--- src/rtl/lc3b_types.sv ---
// lc3b_types: shared LC-3b type definitions.
//   lc3b_reg          - 3-bit architectural register index (R0..R7)
//   pipe_ctrl_state_t - pipeline control FSM state (RUN, DSTALL, REDIR)
// No ports; imported with "import lc3b_types::*".
package lc3b_types;

  typedef logic [2:0] lc3b_reg;

  typedef enum logic [1:0] {
    RUN    = 2'd0,
    DSTALL = 2'd1,
    REDIR  = 2'd2
  } pipe_ctrl_state_t;

endpackage : lc3b_types

--- src/rtl/pipe_hazard_detect.sv ---
// pipe_hazard_detect: combinational load-use hazard comparator.
// A load sitting in ID/EX whose destination is read by the instruction
// in IF/ID cannot forward in time, so the consumer must wait one cycle.
// Ports:
//   idex_mem_read  in  ID/EX instruction is a load
//   idex_dest      in  ID/EX destination register
//   ifid_src1/2    in  IF/ID source registers
//   ifid_use_src1/2 in IF/ID instruction actually reads src1/src2
//   lu_hazard      out load-use hazard present this cycle
module pipe_hazard_detect
  import lc3b_types::*;
(
  input  logic    idex_mem_read,
  input  lc3b_reg idex_dest,
  input  lc3b_reg ifid_src1,
  input  lc3b_reg ifid_src2,
  input  logic    ifid_use_src1,
  input  logic    ifid_use_src2,
  output logic    lu_hazard
);

  logic match1_s;
  logic match2_s;

  assign match1_s  = ifid_use_src1 & (ifid_src1 == idex_dest);
  assign match2_s  = ifid_use_src2 & (ifid_src2 == idex_dest);
  assign lu_hazard = idex_mem_read & (match1_s | match2_s);

endmodule : pipe_hazard_detect

--- src/rtl/pipe_hazard_ctrl.sv ---
// pipe_hazard_ctrl: load/flush control for the four LC-3b pipeline
// registers (IF/ID, ID/EX, EX/ME, ME/WB) and the PC.
// Priority (highest first): data-miss freeze, redirect (or a redirect
// deferred across a freeze), load-use stall, instruction-miss bubble, run.
// While reset_n is low every pipe register loads a NOP so the pipeline
// (which has no reset of its own) starts clean.
// Ports:
//   clk, reset_n          clock, asynchronous active-low reset
//   imem_resp             instruction fetch completes this cycle
//   dmem_req, dmem_resp   data access requested by EX/ME / completes
//   idex_mem_read, idex_dest, ifid_src1/2, ifid_use_src1/2  hazard inputs
//   redirect              taken branch/JMP/JSR/TRAP resolved in EX/ME
//   load_pc, pc_redirect  PC enable and target-path select
//   load_ifid/idex/exme/mewb    pipe register load enables
//   bubble_ifid/idex/exme       load a NOP instead of stage data
//   perf_stall_cyc, perf_flush_cnt  saturating performance counters
// Configuration: define PIPE_PERF_CNT_EN to build the performance
// counters; otherwise both perf outputs are tied to zero.
module pipe_hazard_ctrl
  import lc3b_types::*;
#(
  parameter int CNT_W = 32
) (
  input  logic             clk,
  input  logic             reset_n,
  input  logic             imem_resp,
  input  logic             dmem_req,
  input  logic             dmem_resp,
  input  logic             idex_mem_read,
  input  lc3b_reg          idex_dest,
  input  lc3b_reg          ifid_src1,
  input  lc3b_reg          ifid_src2,
  input  logic             ifid_use_src1,
  input  logic             ifid_use_src2,
  input  logic             redirect,
  output logic             load_pc,
  output logic             pc_redirect,
  output logic             load_ifid,
  output logic             load_idex,
  output logic             load_exme,
  output logic             load_mewb,
  output logic             bubble_ifid,
  output logic             bubble_idex,
  output logic             bubble_exme,
  output logic [CNT_W-1:0] perf_stall_cyc,
  output logic [CNT_W-1:0] perf_flush_cnt
);

  pipe_ctrl_state_t state_q, state_d;
  logic             redir_pend_q, redir_pend_d;

  logic dmiss_s;
  logic imiss_s;
  logic lu_hazard_s;
  logic redir_take_s;

  // Control values before the reset override is applied
  logic c_load_pc_s, c_pc_redirect_s;
  logic c_load_ifid_s, c_load_idex_s, c_load_exme_s, c_load_mewb_s;
  logic c_bubble_ifid_s, c_bubble_idex_s, c_bubble_exme_s;

  pipe_hazard_detect u_detect (
    .idex_mem_read (idex_mem_read),
    .idex_dest     (idex_dest),
    .ifid_src1     (ifid_src1),
    .ifid_src2     (ifid_src2),
    .ifid_use_src1 (ifid_use_src1),
    .ifid_use_src2 (ifid_use_src2),
    .lu_hazard     (lu_hazard_s)
  );

  assign dmiss_s = dmem_req & ~dmem_resp;
  assign imiss_s = ~imem_resp;
  // A redirect is applied only when the pipe is not frozen; a deferred
  // one is replayed from the REDIR state.
  assign redir_take_s = ~dmiss_s & (redirect | (state_q == REDIR));

  // Next-state and per-stage control by priority
  always_comb begin
    state_d         = state_q;
    redir_pend_d    = redir_pend_q;
    c_load_pc_s     = 1'b1;
    c_pc_redirect_s = 1'b0;
    c_load_ifid_s   = 1'b1;
    c_load_idex_s   = 1'b1;
    c_load_exme_s   = 1'b1;
    c_load_mewb_s   = 1'b1;
    c_bubble_ifid_s = 1'b0;
    c_bubble_idex_s = 1'b0;
    c_bubble_exme_s = 1'b0;

    if (dmiss_s) begin
      // Full freeze; a redirect seen now is remembered until applied
      c_load_pc_s   = 1'b0;
      c_load_ifid_s = 1'b0;
      c_load_idex_s = 1'b0;
      c_load_exme_s = 1'b0;
      c_load_mewb_s = 1'b0;
      state_d       = DSTALL;
      if (redirect) begin
        redir_pend_d = 1'b1;
      end else begin
        redir_pend_d = redir_pend_q;
      end
    end else if (redir_take_s) begin
      // Squash the three younger stages; they need no hazard stall
      c_pc_redirect_s = 1'b1;
      c_bubble_ifid_s = 1'b1;
      c_bubble_idex_s = 1'b1;
      c_bubble_exme_s = 1'b1;
      redir_pend_d    = 1'b0;
      state_d         = RUN;
    end else begin
      // The data-response cycle is a normal cycle; a deferred redirect
      // is applied in the following one.
      case (state_q)
        DSTALL:  state_d = redir_pend_q ? REDIR : RUN;
        default: state_d = RUN;
      endcase

      if (lu_hazard_s) begin
        c_load_pc_s     = 1'b0;
        c_load_ifid_s   = 1'b0;
        c_bubble_idex_s = 1'b1;
      end else if (imiss_s) begin
        c_load_pc_s     = 1'b0;
        c_bubble_ifid_s = 1'b1;
      end else begin
        c_load_pc_s     = 1'b1;
      end
    end
  end

  // Reset override: fill every stage with NOPs and hold the PC
  always_comb begin
    if (!reset_n) begin
      load_pc     = 1'b0;
      pc_redirect = 1'b0;
      load_ifid   = 1'b1;
      load_idex   = 1'b1;
      load_exme   = 1'b1;
      load_mewb   = 1'b1;
      bubble_ifid = 1'b1;
      bubble_idex = 1'b1;
      bubble_exme = 1'b1;
    end else begin
      load_pc     = c_load_pc_s;
      pc_redirect = c_pc_redirect_s;
      load_ifid   = c_load_ifid_s;
      load_idex   = c_load_idex_s;
      load_exme   = c_load_exme_s;
      load_mewb   = c_load_mewb_s;
      bubble_ifid = c_bubble_ifid_s;
      bubble_idex = c_bubble_idex_s;
      bubble_exme = c_bubble_exme_s;
    end
  end

  // Control FSM state and deferred-redirect flag
  always_ff @(posedge clk or negedge reset_n) begin
    if (!reset_n) begin
      state_q      <= RUN;
      redir_pend_q <= 1'b0;
    end else begin
      state_q      <= state_d;
      redir_pend_q <= redir_pend_d;
    end
  end

`ifdef PIPE_PERF_CNT_EN
  logic             stall_evt_s;
  logic             flush_evt_s;
  logic [CNT_W-1:0] stall_cyc_q, stall_cyc_d;
  logic [CNT_W-1:0] flush_cnt_q, flush_cnt_d;

  assign stall_evt_s = dmiss_s | (~redir_take_s & (lu_hazard_s | imiss_s));
  assign flush_evt_s = redir_take_s;

  // Saturating increments of the performance counters
  always_comb begin
    stall_cyc_d = stall_cyc_q;
    flush_cnt_d = flush_cnt_q;
    if (stall_evt_s && (stall_cyc_q != {CNT_W{1'b1}})) begin
      stall_cyc_d = stall_cyc_q + {{(CNT_W-1){1'b0}}, 1'b1};
    end else begin
      stall_cyc_d = stall_cyc_q;
    end
    if (flush_evt_s && (flush_cnt_q != {CNT_W{1'b1}})) begin
      flush_cnt_d = flush_cnt_q + {{(CNT_W-1){1'b0}}, 1'b1};
    end else begin
      flush_cnt_d = flush_cnt_q;
    end
  end

  // Performance counter registers
  always_ff @(posedge clk or negedge reset_n) begin
    if (!reset_n) begin
      stall_cyc_q <= {CNT_W{1'b0}};
      flush_cnt_q <= {CNT_W{1'b0}};
    end else begin
      stall_cyc_q <= stall_cyc_d;
      flush_cnt_q <= flush_cnt_d;
    end
  end

  assign perf_stall_cyc = stall_cyc_q;
  assign perf_flush_cnt = flush_cnt_q;
`else
  assign perf_stall_cyc = {CNT_W{1'b0}};
  assign perf_flush_cnt = {CNT_W{1'b0}};
`endif

endmodule : pipe_hazard_ctrl

--- config.mk ---
export PLATFORM = sky130hd
export DESIGN_NAME = pipe_hazard_ctrl
export DESIGN_NICKNAME = d
export VERILOG_FILES = /design/src/rtl/lc3b_types.sv /design/src/rtl/pipe_hazard_detect.sv /design/src/rtl/pipe_hazard_ctrl.sv
export SDC_FILE = /design/constraint.sdc
export NUM_CORES = 1
export LEC_CHECK = 0
export CAP_MARGIN = 25
export CORE_MARGIN = 5
export CORE_UTILIZATION = 29
export DETAILED_ROUTE_END_ITERATION = 7
export PLACE_DENSITY = 0.85
export SYNTH_ARGS = -nofsm -noshare
export SYNTH_HDL_FRONTEND = slang
export SYNTH_SLANG_ARGS = --single-unit
--- constraint.sdc ---
create_clock -name clk -period 2.4 [get_ports clk]
set_input_delay 0.48 -clock clk [delete_from_list [all_inputs] [get_ports clk]]
set_output_delay 0.48 -clock clk [all_outputs]
set_load 0.02 [all_outputs]
==> summary.md <==
| Metric | Value |
|---|---|
| CTS tree | built |
| Sequential-to-total area share from yosys stat | 9.539% |
| Synth-to-Final Area Change | 16.69% |
| Final net count | between 150 and 200 |
| Post-synth top area cell | buf_4 |
| FILL cells | between 200 and 300 |
| Final Skew | between 5 and 6 ps |
| Post-DRT Antenna Nets | 0 |
| Status | finished clean |
| Hold Path Depth | 2 |
| CP max-delay cell | clkdlybuf4s50_1 |
| WHS | about 500 ps |
| Yosys reg bits | 3 |
| Critical-path cell list | clkdlybuf4s50_1 -> nor2b_4 -> nand2_1 -> buf_4 -> dlygate4sd2_1 |
| Multi-input logic area | 442.9 sq um |
| Tot Pwr | 334.0 uW |
| Initial antenna violation count | 0 |
| Clock root buffer | clkbuf_4 |
| Max-slew violation count | 0 |
| Drt first pass iters | 2 |
| Horiz. Die Dim | ~62 um |
| Drt drc | 0 |
| Ant diodes | 0 |
| Hold Crit Class | register to register |
| Crit path kind | input port to primary output |
| Number of cells on the critical path | 5 |
| Detailed Route WL | 1.570 mm |
| Critical path peak fanout | 7 |
| Max-cap violation count | 0 |
| Final GP Congestion | a little over 0.7 |
| Initial Util | around 31% |
| Register clock-pin slew on the reported worst setup and hold paths | roughly 40 ps |
| Yosys top cell area share | a little over three fifths |
| Pwr per Cell Area | 363.7 nW/um^2 |
| Port Buffers | 26 |
| Max frequency | ~440 MHz |
| Cell variety after synth | 21 |
| Min Tclk post-route | around 2300 ps |
| Crit path DAT | roughly 1800 ps |
| Top cells by area, synth | buf_4 (63%), dfrtp_1 (9.5%), xnor2_1 (6.7%), inv_1 (2.4%), a21oi_1 (1.9%) |
| Crit. End Element | primary output |
| Pleak | 0.5356 nW |
| Post-Syn Instances | roughly 100 |
| Worst-Skew Late Latency | around 230 ps |
| First-pass GRT wire length | between 2 and 2.5 mm |
| Largest delay contributor family on the critical path | buffers and inverters |
| Type of origin of the critical path | input port |
| Largest net degree at the start of global routing | 8 |
| Total of warnings raised by yosys | 0 |
| Final Core Density | a little over a third |
| Max incr delay on CP | about 480 ps |
| Io pins | slightly above 90 |
| DR iter-0 viols | 1 |
| Most frequent cells in the layout | conb_1 (64), buf_4 (12), dlygate4sd2_1 (10) |
| Deepest clock path buffer count | 2 |
| Global Route Usage Sum | under 10% |
| Commonest non-fill, non-tap cell in the layout | conb_1 |
| Die area | approximately 3900 sq um |
| Clk sink count | 3 |
| Area of the core | ~2500 sq um |
| Vias in the first global route | ~510 |
| Register area | 75.07 sq um |
| Final hold vios | 0 |
| Share of cells above drive strength 1 | approximately 15% |
| Unrepaired setup endpoints after global routing | no |
| Post-CTS Hold Buffers | 0 |
| Cell area after synthesis | around 800 sq um |
| Post-Syn Area per Cell | 7.641 sq um |
| Crit path required time | around 1900 ps |
| VDD IR max | approximately 0.23 mV |
| DP HPWL | approximately 1.4 mm |
| # setup viols final | 0 |
| Via Count | 564 |
| Total congestion overflow | 0 |
| Reg2reg path depth | 3 |
| TritonCTS Buffers | 3 |
| Routed wire per std cell | around 9.3 um |
| H-tree Lvls | 1 |
| Fin crit share | a little over nine tenths |
| Std-Cell Rows | 18 |
| DIE HEIGHT | ~62 um |
| Critical path buffer and inverter count | 3 |
| Vias/cell | 3.337 |
sequential cells by signal (all words and copies together), names as in the netlist:
| register | count |
|---|---|
| state_q | 2 |
| redir_pend_q | 1 |
final timing paths:
path | startpoint | slack (ps) | to
min in group asynchronous | reset_n | 550 | state_q[1]
hold / removal | redir_pend_q | 500 | redir_pend_q
max in group asynchronous | reset_n | 1740 | state_q[0]
setup reg to reg | state_q[0] | 1200 | redir_pend_q
hold reg to reg | redir_pend_q | 500 | redir_pend_q
setup / recovery | dmem_req | 100 | load_mewb
power by group:
part / leakage [nW] / total (mW) / switching [mW] / internal, mW
registers: 0.0387 / 0.0554 / 0.00165 / 0.0538
clock network: 0.0150 / 0.0887 / 0.0264 / 0.0623
logic: 0.482 / 0.190 / 0.135 / 0.0546
total: 0.536 / 0.334 / 0.163 / 0.171
through the flow:
step	TNS, ps	setup slack [ps]	instance area (sq um)	instances
4_1_cts	-2.740	-2.740	912.1	169
2_1_floorplan	0	380.8	1023	166
6_report	0	101.7	918.4	169
5_1_grt	0	26.24	918.4	169
3_5_place_dp	-3166	-512.0	874.6	163
3_3_place_gp	-2712	-474.4	874.6	163
area by class of cell:
class	count	area share (%)
inverters	5	2.044
clock buffers	4	2.861
multi-input cells	91	48.23
well taps	30	4.087
repair buffers	36	34.60
flip-flops and latches	3	8.174
layer usage:
metal | GRT usage (%) | vias to the layer above | share of wire, %
li1 | - | 266 | -
met1 | 7.020 | 244 | 30
met2 | 13.61 | 54 | 52
met3 | 2.686 | 0 | 18
met4 | 0.9091 | 0 | 0
met5 | 0 | - | 0
tightest hold or removal path, stage by stage, from the launching register on:
cell and delay, ps:
dfrtp_1 340, nor2_1 50, nor2_1 70
Yosys cell counts, drive strengths merged:
library cell	n
a31oi	1
nand2	2
a2111oi	1
o21ai	1
o31ai	1
nor2b	1
nor2	3
nand2b	1
inv	5
a31o	1
nor4	1
nor3	1
dfrtp	3
a21oi	3
buf	67
nand4	2
a211o	1
conb	1
or2b	1
xnor2	6
timing repair:
item | in CTS | in global routing
pin swaps | 4 | 7
buffers inserted | 2 | 0
setup endpoints to repair | 9 | 3
gates resized for setup | 31 | 6
logic make-up (layout without fill, tap and decap cells):
group | after synthesis | count (layout) | share of synthesized area [%]
DFF | 3 | 3 | 9.539
AOI/OAI and AO/OA | 9 | 9 | 8.426
xor gates and xnor gates | 6 | 6 | 6.677
buffers and inverters | 72 | 45 | 66.77
other | 1 | 64 | 0.4765
and+or+nand+nor | 12 | 12 | 8.109
(Power assumes the default switching activity.)
==> RTL change 1: new RTL, same settings <==
Add a define of `PIPE_PERF_CNT_EN`.
--- a/src/rtl/pipe_hazard_ctrl.sv
+++ b/src/rtl/pipe_hazard_ctrl.sv
@@ -18,2 +18,4 @@
 // counters; otherwise both perf outputs are tied to zero.
+`define PIPE_PERF_CNT_EN
+
 module pipe_hazard_ctrl
Behaviour: not the same (Yosys sat finds a counterexample within 4 cycles, from zero or initial values and one cycle with reset_n low).
==> RTL change 1 against the unedited design <==
  * Setup slack lost 0.025 ns
  * Utilization is 6.9 points higher
  * Sequential cell count up 64
  * Power grew to 11 times the old value
  * Largest power group is now the clock network
  * Largest cell class is now sequential cells
  * Synthesized area rose to 4.3 times the old value
  * Synthesized cell count increased to 3.1 times the old value
  * Critical endpoint is now bubble_ifid
  * Non-clock buffer count is 74 higher
  * Design area rose to 5.3 times the old value
  * Routed wire length grew to 5.7 times the old value
==> RTL change 1: results (changes against the unedited design) <==
largest net degree at the start of global routing=68 (was 8); Worst-Skew Late Latency=0.32 ns (was 0.23 ns); count of non-CTS inverters in the layout=9 (was 5); most frequent cells after synthesis=67 x dfrtp_1, 35 x xor2_1, 34 x nand2_1 (was 66 x buf_4, 6 x xnor2_1, 5 x inv_1); routed vias/inst=4.780 (was 3.337); 1st-iter DRT viols=199 (was 1); worst r2r src=perf_stall_cyc[14] (was state_q[0]); port buffer count=90 (was 26); CTS Buf Count=9 (was 3); grt met2 use=22.63% (was 13.61%); register area share after synthesis=49.76% (was 9.539%); drt first pass iters=4 (was 2); worst r2r path cells=6 (was 3); reg-to-reg endpoint=perf_stall_cyc[1] (was redir_pend_q); FF+latch count=67 (was 3); Seq pwr share=39.5% (was 16.6%); Placed Cells incl. Taps=562 (was 163); Root Buffer=clkbuf_16 (was clkbuf_4); Peak supply drop=0.5238 mV (was 0.2331 mV); data arrival time of the critical path=1.84 ns (was 1.82 ns); Mean Syn Cell Area=10.50 um^2 (was 7.641 um^2); GR Util met1=14.56% (was 7.020%); H-tree levels=3 (was 1); gpl congestion=0.8416 (was 0.7230); Non-clock buffer share=21.62% (was 34.60%); first-pass GRT wire length=14720 um (was 2007 um); layout cells sized above 1=13.21% (was 15.11%); Routed Wire Length=8912 um (was 1570 um); routing usage on met3=4.421% (was 2.686%); fill cell count=1090 (was 296); clk_skew=0.006238 ns (was 0.005746 ns); Int Pwr=2548 uW (was 170.7 uW); vias in the first global route=2978 (was 505); Worst Hold Class=in2async (was reg2reg); Synth cell types=41 (was 21); DR top layer=met4 (was met3); combinational gate power=741 uW (was 190 uW); status=finished clean (unchanged); wire per inst=15.31 um (was 9.290 um); DP HPWL=6463 um (was 1417 um)
## RTL change 1: changes by cell type after synthesis, moves of 12 or more
cell     delta
buf_4      -64
dfrtp_1    +64
xor2_1     +35
nand2_1    +32
xnor2_1    +27
nand3_1    +25
nor2_1     +24
nor3_1     +12
## RTL change 1: worst max-delay path by stage
stage / start / to / slack, ns / depth (start not counted)
CTS: ifid_src2[0] / load_pc / -0.07 / 7
global placement: idex_dest[0] / bubble_idex / -0.41 / 7
finish: ifid_use_src1 / bubble_ifid / 0.08 / 8
global route: idex_dest[1] / load_pc / -0.008 / 7
floorplan: perf_flush_cnt[0] / perf_flush_cnt[15] / 0.27 / 8
detailed placement: idex_dest[1] / load_pc / -0.53 / 6
## RTL change 1: logic make-up after synthesis
kind of cell    synth area share, %
simple gates                  25.73
xor+xnor                      17.68
flops                         49.76
buf+inv                       2.451
compound gates                2.971
mux                          0.6684
fa+ha+maj                    0.7425
## RTL change 1: stage by stage
stage | power (uW) | hold slack (ns) | worst slack [ns] | setup TNS, ns | util (%)
2_1_floorplan | 1773 | 0.1844 | 0.2669 | 0 | -
3_3_place_gp | 2159 | 0.4135 | -0.4061 | -5.476 | 39.77
3_5_place_dp | 2192 | 0.4235 | -0.5309 | -11.13 | 39.77
4_1_cts | 3639 | 0.4311 | -0.06975 | -0.06975 | 42.72
5_1_grt | 3753 | 0.4480 | -0.008200 | -0.008200 | 42.99
6_report | 3592 | 0.4165 | 0.07662 | 0 | 42.99
## RTL change 1: timing repair
| action | 4_1_cts | 5_1_grt |
|---|---|---|
| resized for setup | 24 | 8 |
| hold endpoints to repair | 0 | 0 |
| setup endpoints to repair | 16 | 16 |
| setup buffers | 3 | 1 |
| pin swaps | 9 | 8 |
==> RTL change 2: new RTL, same flow settings <==
Made on the original files. Register the output `pc_redirect`, with the module's reset; this adds one clock of latency there. The other outputs are not delayed to match.
--- a/src/rtl/pipe_hazard_ctrl.sv
+++ b/src/rtl/pipe_hazard_ctrl.sv
@@ -48,2 +48,4 @@
 
+  logic pc_redirect_d;
+
   pipe_ctrl_state_t state_q, state_d;
@@ -137,3 +139,3 @@
       load_pc     = 1'b0;
-      pc_redirect = 1'b0;
+      pc_redirect_d = 1'b0;
       load_ifid   = 1'b1;
@@ -147,3 +149,3 @@
       load_pc     = c_load_pc_s;
-      pc_redirect = c_pc_redirect_s;
+      pc_redirect_d = c_pc_redirect_s;
       load_ifid   = c_load_ifid_s;
@@ -212,2 +214,10 @@
 
+  always_ff @(posedge clk or negedge reset_n) begin
+    if (!reset_n) begin
+      pc_redirect <= '0;
+    end else begin
+      pc_redirect <= pc_redirect_d;
+    end
+  end
+
 endmodule : pipe_hazard_ctrl
Check against the original RTL: not equivalent (a bounded check fails within 4 cycles, from zero or initial values and one cycle with reset_n low).
==> RTL change 2 against the unedited design <==
  * Sequential cell count is 1 higher
  * Power is 4.9% higher
  * Design area is 3.5% higher
  * Synthesized area is 3.2% higher
  * Sequential share of layout area is 2.4 points higher
  * Critical path depth stayed put
  * Clock skew is 0.00071 ns higher
  * Critical path type unchanged
  * Setup slack better by 0.0019 ns
  * Routed wire length is 1.4% higher
==> RTL change 2: results (changes against the unedited design) <==
status=finished clean (unchanged); fill cell count=284 (was 296); NumNets Final=158 (unchanged); Total GRT Usage=6.418% (was 6.956%); most common flop cell mapped by yosys=dfrtp_1 (unchanged); clk_skew=0.006454 ns (was 0.005746 ns); CTS Buf Count=3 (unchanged); drt first pass iters=3 (was 2); met2 WL=876 um (was 823 um); Met1 Wirelength=444 um (was 464 um); register area share after synthesis=12.33% (was 9.539%); gpl congestion=0.7134 (was 0.7230); H-tree levels=1 (unchanged); Synth area leaders=buf_4 61%, dfrtp_1 12%, xnor2_1 6.5% (was buf_4 63%, dfrtp_1 9.5%, xnor2_1 6.7%); vias in the first global route=508 (was 505); Synth cell types=21 (unchanged); pre-CTS WS=-0.4627 ns (was -0.5120 ns); most frequent cells after synthesis=66 x buf_4, 6 x xnor2_1, 5 x inv_1 (unchanged); Mapped Cells=104 (was 103); critical path fanouts, max=4 (was 7); met3 WL post-DR=271 um (was 282 um); wire per inst=9.420 um (was 9.290 um); 1st-iter DRT viols=5 (was 1); crit path launch=redirect (was dmem_req); diodes inserted=0 (unchanged); post-CTS setup buffer count=0 (was 2); Yosys warning count=0 (unchanged); biggest registers after layout=state_q (2), pc_redirect (1), redir_pend_q (1) (was state_q (2), redir_pend_q (1)); Peak supply drop=0.1336 mV (was 0.2331 mV); DRT antenna net count=0 (unchanged); Leak=0.0005558 uW (was 0.0005356 uW); routed vias/inst=3.325 (was 3.337); Placed Cells incl. Taps=166 (was 163); Seq cells post-synth=4 (was 3); vias=562 (was 564); DP HPWL=1443 um (was 1417 um); Top reg by flops=state_q (unchanged); layout cells sized above 1=14.49% (was 15.11%)
[RTL change 2: final timing paths]
| path | endpoint | slack, ns | cells past startpoint |
|---|---|---|---|
| hold / removal | redir_pend_q | 0.51 | 2 |
| hold reg to reg | redir_pend_q | 0.51 | 2 |
| max in group asynchronous | state_q[1] | 1.74 | 2 |
| setup / recovery | bubble_idex | 0.10 | 5 |
| setup reg to reg | redir_pend_q | 1.09 | 4 |
| min in group asynchronous | redir_pend_q | 0.54 | 2 |
[RTL change 2: where the power goes]
group,leakage [uW],internal (uW),switching [uW],total [uW]
logic,0.000490,57.2,136,193
clock network,0.0000138,56.0,28.1,84.0
registers,0.0000518,71.6,1.73,73.4
[RTL change 2: metrics by stage]
stage	hold WS [ns]	area [um^2]	total power (uW)	utilization (%)
2_1_floorplan	0.1844	1049	284.2	-
3_3_place_gp	0.4947	908.4	266.3	33.52
4_1_cts	0.5221	920.9	350.0	33.98
3_5_place_dp	0.5126	908.4	268.2	33.52
5_1_grt	0.5463	950.9	373.7	35.09
6_report	0.5096	950.9	350.5	35.09
[RTL change 2: critical path, cell delays in order]
cell             delay, ns
clkdlybuf4s50_1       0.46
a21oi_1               0.25
o21ai_1               0.12
a31o_2                0.22
clkdlybuf4s15_1       0.29
[RTL change 2: what timing repair did]
action,in CTS,in global routing
pin swaps,3,6
setup endpoints to repair,8,4
hold buffers,0,0
cloned,0,0
gates resized for setup,25,10
[RTL change 2: final cells by class]
class / instances / share of cell area, %
multi-input combinational: 91 / 47.37
timing repair buffer: 35 / 33.68
sequential: 4 / 10.53
tap: 31 / 4.079
clock buffer: 3 / 2.368
inverter: 5 / 1.974
[RTL change 2: cells by family (layout without fill, tap and decap cells)]
logic type             count (synthesis)  after routing  synth area share, %
buffers and inverters                 72             43                64.72
AND/OR/NAND/NOR                       12             12                7.859
XOR/XNOR                               6              6                6.471
flip-flops                             4              4                12.33
other                                  1             64               0.4618
AO/OA/AOI/OAI                          9              9                8.166
[RTL change 2: layer usage]
metal	global-route usage [%]	up-vias
met4	3.183	0
met2	12.18	46
met1	5.832	250
met3	2.338	0
met5	0	-
li1	-	266
